### src/rtl/decoder_pkg.sv
// Shared types and helpers for the registered 3-to-8 grant decoder.
// Holds the FSM state encoding, the illegal-code constant and the one-hot helper.
package decoder_pkg;

  typedef enum logic [1:0] {
    IDLE,
    GRANT,
    GAP
  } state_t;

  // {GS,EO} both high is a contradictory encoder output
  localparam logic [1:0] ILLEGAL_CODE = 2'b11;

  function automatic logic [7:0] onehot8(input logic [2:0] idx);
    return 8'b1 << idx;
  endfunction

endpackage

### src/rtl/decoder_38_grant_if.sv
// Encoder-side inputs and grant-side outputs of the grant decoder.
// The driver of the encoded request uses master, the decoder uses slave.
interface decoder_38_grant_if;
  logic       E;
  logic [2:0] Y;
  logic       GS;
  logic       EO;
  logic       ready;
  logic [7:0] G;
  logic       busy;
  logic       done;
  logic       err;

  modport master (
    output E, Y, GS, EO,
    input  ready, G, busy, done, err
  );

  modport slave (
    input  E, Y, GS, EO,
    output ready, G, busy, done, err
  );
endinterface

### src/rtl/decoder_38.sv
// Combinational 3-to-8 decoder with enable.
// Output is all-zero when disabled.
module decoder_38
  import decoder_pkg::*;
(
  input  logic       i_en,
  input  logic [2:0] i_idx,
  output logic [7:0] o_g
);

  assign o_g = i_en ? onehot8(i_idx) : 8'h00;

endmodule

### src/rtl/decoder_38_grant.sv
// Registered grant decoder: turns an encoder index into a timed one-hot
// grant with a fixed hold time followed by an optional idle gap.
module decoder_38_grant
  import decoder_pkg::*;
#(
  parameter int HOLD_CYCLES = 4,
  parameter int GAP_CYCLES  = 1
) (
  input  logic               clk,
  input  logic               rst,
  decoder_38_grant_if.slave  bus
);

  localparam int CMAX = (HOLD_CYCLES > GAP_CYCLES) ?
                        HOLD_CYCLES : GAP_CYCLES;
  localparam int CW = $clog2(CMAX + 1);
  localparam logic [CW-1:0] HOLD_LD = CW'(HOLD_CYCLES - 1);
  localparam logic [CW-1:0] GAP_LD =
    (GAP_CYCLES > 0) ? CW'(GAP_CYCLES - 1) : '0;

  state_t        r_state;
  logic [CW-1:0] r_cnt;
  logic [2:0]    r_idx;
  logic [7:0]    r_g;
  logic          r_ready;
  logic          r_busy;
  logic          r_done;
  logic          r_err;

  logic          w_accept;
  logic          w_illegal;
  logic          w_hold;
  logic          w_en;
  logic [2:0]    w_idx;
  logic [7:0]    w_g;

  assign w_accept  = (r_state == IDLE) && bus.E && bus.GS && !bus.EO;
  assign w_illegal = (r_state == IDLE) && bus.E &&
                     ({bus.GS, bus.EO} == ILLEGAL_CODE);
  // Grant continues into the next cycle only while enabled and not expiring
  assign w_hold    = (r_state == GRANT) && bus.E && (r_cnt != '0);
  assign w_en      = w_accept || w_hold;
  assign w_idx     = w_accept ? bus.Y : r_idx;

  decoder_38 u_dec (
    .i_en  (w_en),
    .i_idx (w_idx),
    .o_g   (w_g)
  );

  always_ff @(posedge clk or posedge rst) begin
    if (rst) begin
      r_state <= IDLE;
      r_cnt   <= '0;
      r_idx   <= '0;
      r_g     <= '0;
      r_ready <= 1'b1;
      r_busy  <= 1'b0;
      r_done  <= 1'b0;
      r_err   <= 1'b0;
    end else begin
      r_g    <= w_g;
      r_done <= 1'b0;
      r_err  <= w_illegal;
      unique case (r_state)
        IDLE: begin
          if (w_accept) begin
            r_state <= GRANT;
            r_idx   <= bus.Y;
            r_cnt   <= HOLD_LD;
            r_ready <= 1'b0;
            r_busy  <= 1'b1;
            r_done  <= (HOLD_LD == '0);
          end
        end
        GRANT: begin
          if (!bus.E) begin
            r_state <= IDLE;
            r_ready <= 1'b1;
            r_busy  <= 1'b0;
          end else if (r_cnt == '0) begin
            if (GAP_CYCLES > 0) begin
              r_state <= GAP;
              r_cnt   <= GAP_LD;
            end else begin
              r_state <= IDLE;
              r_ready <= 1'b1;
              r_busy  <= 1'b0;
            end
          end else begin
            r_cnt  <= r_cnt - CW'(1);
            r_done <= (r_cnt == CW'(1));
          end
        end
        GAP: begin
          if (!bus.E || (r_cnt == '0)) begin
            r_state <= IDLE;
            r_ready <= 1'b1;
            r_busy  <= 1'b0;
          end else begin
            r_cnt <= r_cnt - CW'(1);
          end
        end
        default: begin
          r_state <= IDLE;
          r_ready <= 1'b1;
          r_busy  <= 1'b0;
        end
      endcase
    end
  end

  assign bus.ready = r_ready;
  assign bus.G     = r_g;
  assign bus.busy  = r_busy;
  assign bus.done  = r_done;
  assign bus.err   = r_err;

endmodule

### src/flat_wrapper.sv
// flat-port wrapper written by rule: the top's interface ports become plain ports
module decoder_38_grant_flat import decoder_pkg::*;
#(
  parameter int HOLD_CYCLES = 4,
  parameter int GAP_CYCLES  = 1
)
  (clk, rst, bus_E, bus_Y, bus_GS, bus_EO, bus_ready, bus_G, bus_busy, bus_done, bus_err);
  decoder_38_grant_if bus_i ();
  input  logic clk;
  input  logic rst;
  input wire logic [$bits(bus_i.E)-1:0] bus_E;
  input wire logic [$bits(bus_i.Y)-1:0] bus_Y;
  input wire logic [$bits(bus_i.GS)-1:0] bus_GS;
  input wire logic [$bits(bus_i.EO)-1:0] bus_EO;
  output wire logic [$bits(bus_i.ready)-1:0] bus_ready;
  output wire logic [$bits(bus_i.G)-1:0] bus_G;
  output wire logic [$bits(bus_i.busy)-1:0] bus_busy;
  output wire logic [$bits(bus_i.done)-1:0] bus_done;
  output wire logic [$bits(bus_i.err)-1:0] bus_err;
  assign bus_i.E = bus_E;
  assign bus_i.Y = bus_Y;
  assign bus_i.GS = bus_GS;
  assign bus_i.EO = bus_EO;
  assign bus_ready = bus_i.ready;
  assign bus_G = bus_i.G;
  assign bus_busy = bus_i.busy;
  assign bus_done = bus_i.done;
  assign bus_err = bus_i.err;
  decoder_38_grant #(.HOLD_CYCLES(HOLD_CYCLES), .GAP_CYCLES(GAP_CYCLES)) u_core (.clk(clk), .rst(rst), .bus(bus_i));
endmodule
### config.mk
export PLATFORM = sky130hd
export DESIGN_NAME = decoder_38_grant_flat
export DESIGN_NICKNAME = d
export VERILOG_FILES = /design/src/rtl/decoder_pkg.sv /design/src/rtl/decoder_38_grant_if.sv /design/src/rtl/decoder_38.sv /design/src/rtl/decoder_38_grant.sv /design/src/flat_wrapper.sv
export SDC_FILE = /design/constraint.sdc
export NUM_CORES = 1
export LEC_CHECK = 0
export ABC_AREA = 1
export BUFFER_PORTS_ARGS = -buffer_cell sky130_fd_sc_hd__buf_2
export CAP_MARGIN = 10
export CORE_ASPECT_RATIO = 0.7
export CORE_MARGIN = 3
export CORE_UTILIZATION = 35
export DETAILED_ROUTE_END_ITERATION = 6
export PLACE_DENSITY = 0.62
export SLEW_MARGIN = 20
export SYNTH_ARGS = -nofsm -noshare
export SYNTH_HDL_FRONTEND = slang
export SYNTH_SLANG_ARGS = --single-unit
### constraint.sdc
create_clock -name clk -period 2.4 [get_ports clk]
set_input_delay 0.36 -clock clk [delete_from_list [all_inputs] [get_ports clk]]
set_output_delay 0.36 -clock clk [all_outputs]
set_load 0.005 [all_outputs]
# Yosys cells after proc, flatten, opt, wreduce, memory -nomap -nowiden
# Index checks and enable logic that the tools add are counted.
dict set report word_totals {
  ff_bits 20
  in_bits 8
  out_inout_bits 12
  wordCells 60
}
dict set report op_classes {
  add_sub_neg 1
  eq_ne 10
  n_reduce_logical 17
  mux 23
  n_shift 1
}
# cell n
set ops {}
lappend ops {{3-bit two-way mux} 5}
lappend ops {{1-bit two-way mux} 9}
lappend ops {{3-bit one-hot mux with 3 select lines} 1}
lappend ops {{2-bit two-way mux} 4}
lappend ops {{8-bit two-way mux} 1}
lappend ops {{1-bit by 3-bit << shifter with 8-bit output, first input constant} 1}
lappend ops {{1-bit logical AND} 6}
lappend ops {{2-bit != test, second input constant} 3}
lappend ops {{1-bit one-hot mux with 3 select lines} 2}
lappend ops {{2-bit one-hot mux with 3 select lines} 1}
lappend ops {{3-bit AND reduction} 2}
lappend ops {{3-bit nonzero test} 2}
lappend ops {{2-bit == test, second input constant} 2}
lappend ops {{2-bit by 1-bit != test with 1-bit output, second input constant} 2}
lappend ops {{4-bit AND reduction} 1}
lappend ops {{3-bit by 1-bit == test with 1-bit output, second input constant} 1}
lappend ops {{3-bit logical NOT} 1}
lappend ops {{3-bit != test, second input constant} 1}
lappend ops {{3-bit by 1-bit subtractor with 3-bit output, second input constant} 1}
lappend ops {{2-bit by 1-bit == test with 1-bit output, second input constant} 1}
lappend ops {{1-bit logical NOT} 2}
lappend ops {{2-bit logical NOT} 1}
lappend ops {{1-bit logical OR} 2}

# Longest topological paths before layout
dict set report depth {
  word_depth 7
  ltp_mapped 9
  ltp_nobuf 9
}

# Modules after synthesis
# Synthesis repeated with hierarchy kept, for this count alone.
dict set report hier_totals {
  cells_unflattened 118
  area_unflattened_um2 1023.5
}
# mod cells_per_inst instances area_per_inst_um2
set modules_own_cells {}
lappend modules_own_cells {decoder_38_grant 101 1 959.7}
lappend modules_own_cells {decoder_38 17 1 63.8}

# Worst setup path after synthesis
# OpenSTA, ideal clock, no wires.
dict set report synth_path {
  path_kind {register to register}
  start {register u_core.r_state[0]}
  end {register u_core.r_state[0]}
  setup_time_ns 0.118
  period_less_slack_ns 1.428
  path_stages_with_launch 8
  path_slack_ns 0.972
  t_arrival_ns 1.310
  cell_sequence {dfrtp_1 -> inv_1 -> ha_1 -> nand4_4 -> nand2_2 -> nand3_1 -> nand2_1 -> nand2_1}
}
dict set report synth_between {
  elab_chain_len 6
  elab_cells_between_ends 11
  cone_classes {5 x eq/ne; 1 x mux; 5 x reduce/logical}
}
# element line_no
set synth_lines {}
lappend synth_lines {{start: declaration} decoder_38_grant.sv:21} ;# state_t r_state;
lappend synth_lines {{start signal: assignment} decoder_38_grant.sv:53} ;# r_state <= IDLE;
lappend synth_lines {{start signal: assignment} decoder_38_grant.sv:68} ;# r_state <= GRANT;
lappend synth_lines {{start signal: assignment} decoder_38_grant.sv:78} ;# r_state <= IDLE;
lappend synth_lines {{2-bit logical NOT} {decoder_38_grant.sv:37, decoder_38_grant.sv:65}}
lappend synth_lines {{1-bit logical AND (3 in a row)} decoder_38_grant.sv:37} ;# assign w_accept = (r_state == IDLE) && bus.E && bus.GS && !bus.EO;
lappend synth_lines {{2-bit by 1-bit != test with 1-bit output (no line)} --}
lappend synth_lines {{3-bit AND reduction (no line)} --}
# Several ways; a longest one is shown, not always the timed one.
# A chain may end at the register's enable or synchronous reset.

# Worst setup path after layout
dict set report layout_path {
  start {register u_core.r_state[1]}
  end {register u_core.r_state[0]}
}
# Same word-level chain as after synthesis.

==> flow_metrics.tcl <==
set metrics [dict create \
    min_path_type "primary input to asynchronous set/reset pin" \
    tns_ns 0 \
    critPathLaunchType "register" \
    holdBufCountCts 0 \
    cts_tree "done" \
    drt-initial-drc-count 48 \
    boundaryPins 20 \
    via_count 807 \
    synthToLayoutAreaGrowth_pct 16.9 \
    place_congestion 0.858 \
    drt_first_pass_iters 5 \
    fin_crit_sh 0.671 \
    register_area_um2 502 \
    p_switching_mw 0.619 \
    grt_pass1_vias 772 \
    cp-end-kind "register" \
    p_seq_frac 0.351 \
    maxCapViolCount 0 \
    grt_setup_unrepaired "no" \
    grt_max_degree 21 \
    total_power_mw 1.44 \
    port_buffers 19 \
    dieArea_um2 3840 \
    cellPowerDensity_nw_per_um2 1120 \
    clk_latency_ns 0.26 \
    grt_remaining_overflow 0 \
    status "finished clean" \
    wl_per_cell_um 11.3 \
    worst_r2r_endpoint "u_core.r_state[0]" \
    multi_input_area_um2 532 \
    cts_resized 0 \
    clkTransAtPathRegs_ns 0.07 \
    min_period_ns 1.61 \
    yosysWarnings 0 \
    final_cell_mix "nand2_1, buf_2, dfrtp_1" \
    ys_seq_area_frac 0.459 \
    power_leakage_nw 0.730 \
    worst_r2r_startpoint "u_core.r_state[1]" \
    die_w_um 72.8 \
    skew_ns 0.00353 \
    crit_type "register to register" \
    hpwl_um 1640 \
    synth_area_um2 1090 \
    yosysTopAreaCellShare 0.435 \
    fillers 302 \
    p_clk_frac 0.157 \
    slew_viol_final 0 \
    r2r_setup_slack_ns 0.79 \
    final_common_cell "nand2_1" \
    cts.sinks 20 \
    hold_ws_ns 0.239 \
    vdd.ir_drop.worst_v 0.000263 \
    switching_share 0.431 \
    ys_types 19 \
    rows 16 \
    grt_pass1_wl_um 3480 \
    synthesis.nets 139 \
    yosysTopAreaCell "dfrtp_1" \
    numCtsBuffers 3 \
    drive_gt1_frac 0.315 \
    core_area_um2 2880 \
    synthCells 123 \
    worst_pin_slew_ns 0.788 \
    antenna_cells 0 \
    p_int_mw 0.817 \
    required_ns 2.55 \
    die_h_um 52.8 \
    ant_nets 0 \
    antenna_found_initial 0 \
    pwr-share-comb 0.493 \
    timing.critical_path.fanout_max 8 \
    cts-root-buf "clkbuf_8" \
    avgViaCountPerCell 4.43 \
    routed_wl_um 2060 \
    fmax_mhz 621 \
    gr-usage-all-layers 0.123 \
    avgSynthCellArea_um2 8.89 \
    hold_viol 0 \
    cp_data_arrival_time_ns 1.76 \
    yosys-top-cells-area "dfrtp_1, nand2_1, ha_1" \
    htree_num_levels 1 \
    setup_violations 0 \
    reg2reg_depth 7 \
    post_cts.repair.setup_buffers 0 \
    clockBufferDepth 2 \
    route.detailed.drc 0 \
    fin_nets 163 \
    start_util 0.379 \
    synth-seq-cells 20 \
    slew_headroom 0.474 \
]
==> critical path: stages (launching register included) <==
cell	delay, ns
dfrtp_1	0.41
inv_1	0.12
ha_1	0.31
nand4_4	0.25
nand2_2	0.18
nand3_1	0.11
nand2_1	0.07
nand2_1	0.05
==> cell type report <==
| cell class | count | share of cell area |
|---|---|---|
| multi-input cells | 87 | 0.416 |
| clock buffers | 4 | 0.0352 |
| well taps | 36 | 0.0352 |
| flip-flops and latches | 20 | 0.392 |
| repair buffers | 19 | 0.0744 |
| inverters | 16 | 0.0470 |
==> routing by layer <==
metal,GRT usage,wire length (um),vias up,share of wire
li1,-,-,422,-
met1,0.164,1050,359,0.51
met2,0.186,840,22,0.41
met3,0.0460,132,4,0.064
met4,0.0368,31,0,0.015
met5,0,0,-,0
==> metrics by stage <==
step	util	cells	instance area [um^2]	setup WS (ns)
2_1_floorplan	-	123	1090	0.972
3_3_place_gp	0.428	178	1230	0.848
3_5_place_dp	0.428	178	1230	0.799
4_1_cts	0.444	182	1280	0.776
5_1_grt	0.444	182	1280	0.599
6_report	0.444	182	1280	0.790
==> cells by family (layout without fill, tap and decap cells) <==
| group | after synthesis | count (layout) | share of synthesized area |
|---|---|---|---|
| and+or+nand+nor | 75 | 75 | 0.368 |
| adders and majority gates | 8 | 8 | 0.0915 |
| buffers and inverters | 16 | 39 | 0.0549 |
| xor gates and xnor gates | 1 | 1 | 0.00801 |
| AOI/OAI and AO/OA | 3 | 3 | 0.0183 |
| DFF | 20 | 20 | 0.459 |
==> state kept, by name (all words and copies together) (netlist names) <==
signal / cells
u_core.bus.done: 1
u_core.r_state: 2
u_core.bus.busy: 1
u_core.r_idx: 3
u_core.r_cnt: 3
u_core.bus.G: 8
u_core.bus.err: 1
u_core.bus.ready: 1
==> power groups by stage <==
stage                     logic, mW  registers [mW]  clock network [mW]
final                         0.707           0.504               0.225
after global placement        0.698           0.509                   0
after detailed placement      0.712           0.512                   0
after global routing          0.818           0.519               0.252
after floorplan               0.551           0.505                   0
after CTS                     0.717           0.505               0.234
==> synthesized netlist by cell type, drive strengths merged <==
library cell / instances
dfrtp: 19
nand3: 7
nand2: 51
inv: 16
o21ai: 1
nand4: 4
ha: 8
a31oi: 1
dfstp: 1
a21oi: 1
nor2: 13
xor2: 1
==> worst max path at each step <==
stage / start / endpoint / cells after the start
floorplan: u_core.r_state[0] / u_core.r_state[0] / 7
global placement: u_core.r_state[0] / u_core.bus.busy / 7
detailed placement: u_core.r_state[0] / u_core.r_state[0] / 7
CTS: u_core.r_state[0] / u_core.r_state[0] / 7
global route: u_core.r_state[1] / u_core.bus.busy / 7
finish: u_core.r_state[1] / u_core.r_state[0] / 7
Power figures use the tool's default switching activity.
